--- config.mk ---
export PLATFORM = sky130hd
export DESIGN_NAME = klingon_display_scan
export DESIGN_NICKNAME = d
export VERILOG_FILES = /design/src/rtl/klingon_display_scan.sv
export SDC_FILE = /design/constraint.sdc
export NUM_CORES = 1
export LEC_CHECK = 0
export CORE_UTILIZATION = 40
export DETAILED_ROUTE_END_ITERATION = 7
export PLACE_DENSITY_LB_ADDON = 0.05
export SLEW_MARGIN = 20
export SYNTH_ARGS = -nofsm -noshare
export SYNTH_HDL_FRONTEND = slang
export SYNTH_SLANG_ARGS = --single-unit
--- constraint.sdc ---
create_clock -name CLK -period 2.23 [get_ports CLK]
set_input_delay 0.669 -clock CLK [delete_from_list [all_inputs] [get_ports CLK]]
set_output_delay 0.669 -clock CLK [all_outputs]
set_load 0.03 [all_outputs]
--- src/rtl/klingon_display_scan.sv ---
// Refresh controller for a 4-digit seven-segment display sharing one Klingon digit decoder.
// New words are double-buffered and applied only at frame boundaries.
module klingon_display_scan #(
   parameter int DIV   = 50000,
   parameter int GUARD = 1
) (
   input  logic        CLK,
   input  logic        RST,
   input  logic [15:0] DATA_IN,
   input  logic        LOAD_VALID,
   output logic        LOAD_READY,
   input  logic        BLANK_LZ,
   output logic [3:0]  NUM,
   output logic [3:0]  AN,
   output logic        FRAME_TICK
);

   localparam int CW = (DIV > 1) ? $clog2(DIV) : 1;
   localparam logic [CW-1:0] LAST_O  = CW'(DIV - 1);
   localparam logic [CW-1:0] GUARD_O = CW'(GUARD);

   logic [15:0]   r_active;
   logic [15:0]   r_shadow;
   logic          r_pend;
   logic [CW-1:0] r_cnt;
   logic [1:0]    r_dig;

   logic          w_last;
   logic          w_swap;
   logic          w_xfer;
   logic [CW-1:0] w_cnt_n;
   logic [1:0]    w_dig_n;
   logic [15:0]   w_act_n;
   logic          w_pend_n;
   logic [3:0]    w_num_n;
   logic [3:0]    w_an_n;
   logic          w_tick_n;

   // A digit is dark when every more-significant nibble, and its own, is zero.
   function automatic logic f_blank(input logic [15:0] w, input logic [1:0] d, input logic en);
      logic b;
      case (d)
         2'd3:    b = (w[15:12] == 4'd0);
         2'd2:    b = (w[15:8]  == 8'd0);
         2'd1:    b = (w[15:4]  == 12'd0);
         default: b = 1'b0;
      endcase
      return en && b;
   endfunction

   function automatic logic [3:0] f_nib(input logic [15:0] w, input logic [1:0] d);
      logic [3:0] n;
      case (d)
         2'd0:    n = w[3:0];
         2'd1:    n = w[7:4];
         2'd2:    n = w[11:8];
         default: n = w[15:12];
      endcase
      return n;
   endfunction

   // Outputs are computed for the upcoming cycle so they can come straight from flops.
   always_comb begin
      w_last   = (r_cnt == LAST_O);
      w_cnt_n  = w_last ? '0 : r_cnt + 1'b1;
      w_dig_n  = w_last ? r_dig + 2'd1 : r_dig;
      w_swap   = w_last && (r_dig == 2'd3) && r_pend;
      w_xfer   = LOAD_VALID && !r_pend;
      w_act_n  = w_swap ? r_shadow : r_active;
      w_pend_n = r_pend;
      if (w_swap)
         w_pend_n = 1'b0;
      else if (w_xfer)
         w_pend_n = 1'b1;
      w_num_n  = f_nib(w_act_n, w_dig_n);
      w_an_n   = 4'b1111;
      if (w_cnt_n >= GUARD_O && !f_blank(w_act_n, w_dig_n, BLANK_LZ))
         w_an_n = ~(4'b0001 << w_dig_n);
      w_tick_n = (w_cnt_n == LAST_O) && (w_dig_n == 2'd3);
   end

   always_ff @(posedge CLK) begin
      if (RST) begin
         r_active   <= '0;
         r_shadow   <= '0;
         r_pend     <= 1'b0;
         r_cnt      <= '0;
         r_dig      <= 2'd0;
         AN         <= 4'b1111;
         NUM        <= 4'd0;
         FRAME_TICK <= 1'b0;
         LOAD_READY <= 1'b1;
      end else begin
         if (w_xfer)
            r_shadow <= DATA_IN;
         r_active   <= w_act_n;
         r_pend     <= w_pend_n;
         r_cnt      <= w_cnt_n;
         r_dig      <= w_dig_n;
         AN         <= w_an_n;
         NUM        <= w_num_n;
         FRAME_TICK <= w_tick_n;
         LOAD_READY <= !w_pend_n;
      end
   end

endmodule

# --- Word level (Yosys, flattened, before mapping) ---
# Index checks and enable logic that the tools add are counted.
totals:
  rom_bits: 0
  out_inout_bits: 10
  word_cells: 42
  memories: 0
  inputBits: 20
  ramBits: 0
  latchBits: 0
  reg_bits: 61
classes:
  magnitude_cmp: 1
  n_reduce_logical: 14
  div: 0
  eq_ne: 6
  mul: 0
  bitwise: 2
  n_mux: 7
  n_addsub: 2
  shifts: 1
ops:
  columns: ["op", "n"]
  rows:
  - ["equality test 16 bit (second input constant)", 2]
  - ["two-way mux 16 bit", 2]
  - ["adder 16 x 1 -> 16 bit (second input constant)", 1]
  - [">= comparator 16 x 1 -> 1 bit (second input constant)", 1]
  - ["logical NOT 12 bit", 1]
  - ["one-hot mux 4 bit (3 select lines)", 1]
  - ["logical NOT 8 bit", 1]
  - ["equality test 2 bit (second input constant)", 3]
  - ["logical AND 1 bit", 6]
  - ["logical NOT 4 bit", 1]
  - ["NOT 4 bit", 1]
  - ["left shift 1 x 2 -> 4 bit (first input constant)", 1]
  - ["logical NOT 1 bit", 3]
  - ["one-hot mux 1 bit (3 select lines)", 1]
  - ["adder 2 x 1 -> 2 bit (second input constant)", 1]
  - ["equality test 2 x 1 -> 1 bit (second input constant)", 1]
  - ["logical NOT 2 bit", 1]
  - ["two-way mux 1 bit", 2]
  - ["two-way mux 2 bit", 1]
  - ["OR reduction 2 bit", 1]
  - ["NOT 1 bit", 1]

# --- Logic depth before layout (Yosys ltp) ---
# Gate-level depths: netlist of run 1.
depth:
  word_depth: 11
  ltp_mapped: 8
  mapped_depth_nobuf: 7

# --- Worst setup path after synthesis of run 1 ---
# OpenSTA, ideal clock, no wires.
synth_timing:
  kind: "register -> register"
  startpoint: "register r_cnt[1]"
  endpoint: "register NUM[2]"
  period_less_slack_ns: 2.281
  path_slack_ns: -0.051
  t_arrival_ns: 2.163
  t_required_ns: 2.113
  setup_ns: 0.117
  stages_incl_launch_ff: 9
  n_path_buf: 1
  path_cell_list: "dfxtp_1 ha_1 and4b_4 and4_4 mux2i_4 buf_6 mux2i_1 nand2_1 a32o_1"
synth_via:
  elab_chain_cells: 5
  word_cells_on_any_way: 9
  classes_between: "3 x eq/ne; 3 x mux; 3 x reduce/logical"
synth_rtl:
  columns: ["item", "line", "text"]
  rows:
  - ["from (decl)", "25", "logic [CW-1:0] r_cnt;"]
  - ["from (signal assigned)", "98", "r_cnt <= w_cnt_n;"]
  - ["equality test 16 bit *", "64", "w_last = (r_cnt == LAST_O);"]
  - ["logical AND 1 bit (2 in a row)", "67", "w_swap = w_last && (r_dig == 2'd3) && r_pend;"]
  - ["two-way mux 16 bit", "69", "w_act_n = w_swap ? r_shadow : r_active;"]
  - ["one-hot mux 4 bit (3 select lines) *", "53", "case (d)"]
  - ["to (signal assigned)", "101", "NUM <= w_num_n;"]
  - ["to (decl)", "13", "output logic [3:0] NUM,"]
# Mark *: on every way between the ends. The rest lies on a longest branch, timed or not.
# A chain may end at the register's enable or synchronous reset.

# --- Worst setup path in the final report of run 1 ---
layout_timing:
  startpoint: "register r_cnt[0]"
  endpoint: "register NUM[3]"
# Same word-level chain as after synthesis.

==> metrics.csv, run 1 <==
metric,value,unit
yosysTopAreaCellShare,40.5,%
drc_errors,0,
start_util,41.6,%
cts_resized,0,
finalSetupViolCount,0,
nFillCells,710,
layout_common_cells,"83 x nand2_1, 56 x dfxtp_1, 32 x a21oi_1, 29 x clkdlybuf4s50_1",
globalplace.congestion,0.829,
clkTransAtPathRegs,0.08,ns
synth_seq_area_share,40.5,%
postCtsSetupRepairBufs,0,
drtIter0Drc,172,
path_max_fanout,8,
area_delta_synth_final,23.6,%
grt_max_degree,26,
clk_latency,0.34,ns
ys_types,50,
io_pins,30,
worstMarginPinSlew,0.576,ns
instances_no_fill,495,
fmax,476,MHz
synth_cells,349,
detail_route.wl_per_cell,14.4,um
r2r-end,NUM[3]$_SDFF_PP0_,
postSynth.asyncResetShare,0,%
grt_pass1_wl,11700,um
clock-sinks,61,
overflow,0,
powerDensity,644,nW/um^2
cts_buffers,9,
placementRows,31,
yosys.area.top_type,dfxtp_1,
final_core_util,51.4,%
crit_type,register to register,
holdPathEnd,r_active[0]$_SDFF_PP0_,
min_path_type,register to register,
tns,0,ns
whs,0.469,ns
synth-edff-count,0,
hold_buffers,0,
cts-root-buf,clkbuf_8,
htreeDepth,3,
r2r_cells,8,
dr_total_vias,2560,
fin_worst_skew,0.00788,ns
timing_hold_violations_final,0,
yosysWarnings,0,
finalCritPeriodShare,94.3,%
vias_per_cell,5.17,
slew_viol_final,0,
slew_headroom,61.6,%
final.min_clock_period,2.10,ns
portBuffers,29,
max_cap_viol_count,0,
dp.cells,479,
status,finished clean,
synthTopCellsByArea,"dfxtp_1 40%, nand2_1 10%, mux2i_1 7.6%",
reg2reg_setup_slack,0.13,ns
fp.dieW,88.8,um
endpoint_kind,register,
grt_usage,19.7,%
synth_flop_cell,dfxtp_1,
whs_path_depth,2,
required,2.46,ns
syn_nets,373,
die_y,88.8,um
firstDrtPassIters,5,
dp_hpwl,5030,um
worstPathArrival,2.33,ns
drive_gt1_share,17.4,%
design.die.area,7890,um^2
routed_wl,7110,um
syn_avg_cell_area,8.64,um^2
antenna_found_initial,0,
final_common_cell,nand2_1,
fin_area,3730,um^2
r2r-start,r_cnt[0]$_SDFF_PP0_,
grt_pass1_vias,2309,
ant_nets,0,
ys_seq_elements,61,
peakVddDrop,0.276,mV
dpl-instance-area,3470,um^2
min_from,r_active[0]$_SDFF_PP0_,
core-area,7250,um^2
cts_max_path_buffers,2,
nets,415,
leakage,1.42,nW
tritoncts,yes,
diodes,0,
critPathLaunchType,register,
syn_area,3020,um^2
-- area by class of cell --
class	count	area [um^2]	area share (%)
well taps	99	124	3.32
repair buffers	55	523	14.0
clock buffers	9	124	3.32
multi-input cells	256	1600	42.9
clock inverters	7	100	2.68
inverters	8	30.0	0.805
flip-flops and latches	61	1230	32.9
-- metrics by stage --
stage	worst slack [ns]	power, W
floorplan	0.0130	0.00124
global route	-0.0133	0.00250
detailed placement	0.0908	0.00132
global placement	0.0886	0.00132
CTS	0.0673	0.00242
finish	0.127	0.00240
-- report_power, final --
part           leakage (nW)  internal (W)  switching, W  total [W]
clock                 0.102      0.000632      0.000477    0.00111
combinational         0.819     0.0000777     0.0000756   0.000153
sequential            0.497       0.00111     0.0000254    0.00114
-- synthesized netlist by cell type (all sizes together) (5+ instances only) --
master and instances:
nor2 21, xnor2 12, nor3 5, buf 9
nand4 10, and3 5, dfxtp 61, inv 8
o21ai 6, nor4 6, nand2 83, nand3 10
mux2i 24, a21oi 32, clkbuf 12
-- registers in the layout (all words and copies together) (netlist names) --
register    cells
AN              4
LOAD_READY      1
NUM             4
r_cnt          16
r_shadow       16
FRAME_TICK      1
r_pend          1
r_dig           2
r_active       16
-- worst max-delay path: stages, from the launching register on --
cell and delay, ns:
dfxtp_2 0.35, ha_4 0.18, and4b_4 0.25, and4_4 0.26, mux2i_4 0.27, buf_12 0.16
mux2i_1 0.19, nand2_1 0.07, a32o_1 0.26
-- metal layers --
layer,track usage [%],vias to the layer above,part of all wire [%]
li1,-,1291,-
met1,30.9,1167,54
met2,25.9,91,39
met3,5.04,11,5.3
met4,5.72,0,1.2
met5,0,-,0
-- worst max path at each step --
stage,start,to
after global placement,r_cnt[11]$_SDFF_PP0_,AN[2]$_SDFF_PP1_
final,r_cnt[0]$_SDFF_PP0_,NUM[3]$_SDFF_PP0_
after global routing,r_cnt[0]$_SDFF_PP0_,AN[2]$_SDFF_PP1_
after floorplan,r_cnt[0]$_SDFF_PP0_,NUM[2]$_SDFF_PP0_
after CTS,r_cnt[11]$_SDFF_PP0_,AN[1]$_SDFF_PP1_
after detailed placement,r_cnt[7]$_SDFF_PP0_,AN[1]$_SDFF_PP1_
-- cell families (layout without fill, tap and decap cells) --
logic type / after synthesis / after routing / share of synthesized area (%)
AO/OA/AOI/OAI: 50 / 50 / 10.3
flip-flops: 61 / 61 / 40.5
buffers and inverters: 32 / 79 / 7.88
XOR/XNOR: 16 / 16 / 4.65
adder cells (fa/ha/maj): 4 / 4 / 1.66
multiplexers: 24 / 24 / 8.38
AND/OR/NAND/NOR: 162 / 162 / 26.7
Note: power is estimated with default switching activity, not from simulation.
==> run 2: changes to the inputs <==
- CORE_ASPECT_RATIO: not set -> 1.25
==> metrics.csv, run 2 (synthesis results as in run 1) <==
metric,value,unit
pwr-share-comb,7.2,%
drive_gt1_share,15.7,%
top_regs,"r_active (16), r_cnt (16), r_shadow (16)",
drc_errors,0,
timing_hold_violations_final,0,
layout_common_cells,"83 x nand2_1, 58 x dfxtp_1, 32 x a21oi_1, 29 x clkdlybuf4s50_1",
powerDensity,577,nW/um^2
detail_route.wl_per_cell,15.0,um
slew_headroom,62.1,%
clkTransAtPathRegs,0.06,ns
reg2reg_setup_slack,0.12,ns
holdPathEnd,r_active[0]$_SDFF_PP0_,
finalCritPeriodShare,94.5,%
whs_path_depth,2,
slew_viol_final,0,
hold_buffers,0,
tritoncts,yes,
antenna_found_initial,0,
worst-path-buf-inv,1,
critPathTopFamily,simple AND/OR/NAND/NOR gates,
dr_total_vias,2526,
min_from,r_active[0]$_SDFF_PP0_,
crit_chain,"ha_4, buf_4, and3_1, and4_2, nor3_1, nand4_1, a2111o_1, nand4b_1",
r2r-end,AN[2]$_SDFF_PP1_,
routed_wl,7300,um
cpPeakStageDelay,0.49,ns
area_delta_synth_final,21.0,%
grt_usage,20.1,%
placementRows,35,
crit_type,register to register,
startpoint,r_cnt[1]$_SDFF_PP0_,
cts_max_path_buffers,2,
core-area,7360,um^2
leakage,1.40,nW
endpoint_kind,register,
r2r_cells,8,
clock-sinks,61,
start_util,41.0,%
clockPowerShare,38.7,%
vias_per_cell,5.19,
finalSetupViolCount,0,
cts-root-buf,clkbuf_8,
crit_slowest_cell,a2111o_1,
internal_power,0.00162,W
fmax,475,MHz
peakVddDrop,0.368,mV
dp_hpwl,5530,um
max_cap_viol_count,0,
rsz0062_at_grt,false,
grt_pass1_vias,2394,
final_common_cell,nand2_1,
worstMarginPinSlew,0.569,ns
cts_buffers,9,
die_y,99.1,um
nets,415,
path_max_fanout,6,
design.die.area,7900,um^2
globalplace.congestion,0.874,
firstDrtPassIters,4,
power.share.sequential,54.2,%
min_path_type,register to register,
swShare,23.2,%
required,2.50,ns
ant_nets,0,
status,finished clean,
htreeDepth,3,
diodes,0,
final_core_util,49.6,%
portBuffers,29,
grt_pass1_wl,11700,um
overflow,0,
drtIter0Drc,41,
critPathLaunchType,register,
grt_max_degree,26,
p_switching,0.000489,W
tns,0,ns
clk_latency,0.33,ns
r2r-start,r_cnt[1]$_SDFF_PP0_,
nFillCells,752,
fin_worst_skew,0.00695,ns
fp.dieW,79.7,um
worstPathArrival,2.38,ns
io_pins,30,
final.min_clock_period,2.11,ns
## run 2: cell count changes in the layout (fill, tap and decap cells not counted), sizes merged
cell	previous run	this run
clkinvlp	3	0
clkbuf	9	13
bufinv	2	0
## run 2: cell type report
cell class,count,area [um^2],area share [%]
clock buffers,13,149,4.08
flip-flops and latches,61,1220,33.6
repair buffers,55,523,14.3
multi-input cells,256,1600,43.8
well taps,92,115,3.15
inverters,8,30.0,0.823
clock inverters,2,10.0,0.274
## run 2: how the worst max path moves through the flow
stage / endpoint / slack (ns) / cells past startpoint
after floorplan: NUM[2]$_SDFF_PP0_ / 0.01 / 8
after global placement: AN[2]$_SDFF_PP1_ / 0.06 / 6
after detailed placement: AN[2]$_SDFF_PP1_ / 0.05 / 7
after CTS: AN[2]$_SDFF_PP1_ / 0.04 / 7
after global routing: NUM[1]$_SDFF_PP0_ / 0.00009 / 7
final: AN[2]$_SDFF_PP1_ / 0.12 / 8
## run 2: repair_timing
action                                 CTS  global route
setup endpoints to repair                0             5
resized for setup                        0             7
endpoints found under the hold margin    0             0
buffers inserted                         0             6
## run 2: worst register-to-register path, delay by kind of cell (launching register included)
family / cells / cell delay, ns
AO/OA/AOI/OAI: 1 / 0.49
adder cells (fa/ha/maj): 1 / 0.18
buffers and inverters: 1 / 0.13
flip-flops: 1 / 0.33
AND/OR/NAND/NOR: 5 / 0.93
## run 2: through the flow
step	cell area (um^2)	cells	total power [W]	setup slack (ns)	hold WS, ns
finish	3650	487	0.00211	0.123	0.459
global route	3650	487	0.00221	0.0000906	0.478
CTS	3570	481	0.00214	0.0367	0.461
detailed placement	3410	466	0.00132	0.0537	0.453
global placement	3410	466	0.00131	0.0566	0.446
floorplan	3030	349	0.00124	0.0130	0.432
## run 2: layer usage
metal,global-route usage [%],routed length (um),vias to the layer above
met1,20.6,2920,1182
met2,37.1,3970,50
li1,-,-,1282
met4,9.65,179,0
met3,5.05,225,12
met5,0,0,-
## run 2: power groups by stage
stage               Combinational, W  Clock, W  Sequential [W]
global route                0.000170  0.000900         0.00114
detailed placement          0.000152         0         0.00116
CTS                         0.000152  0.000846         0.00114
finish                      0.000151  0.000815         0.00114
global placement            0.000150         0         0.00116
floorplan                  0.0000826         0         0.00116
==> run 3: changes to the inputs <==
- SLEW_MARGIN: 20 -> not set
==> results of run 3 <==
The final DEF is identical to that of run 2; final timing and power are the same.
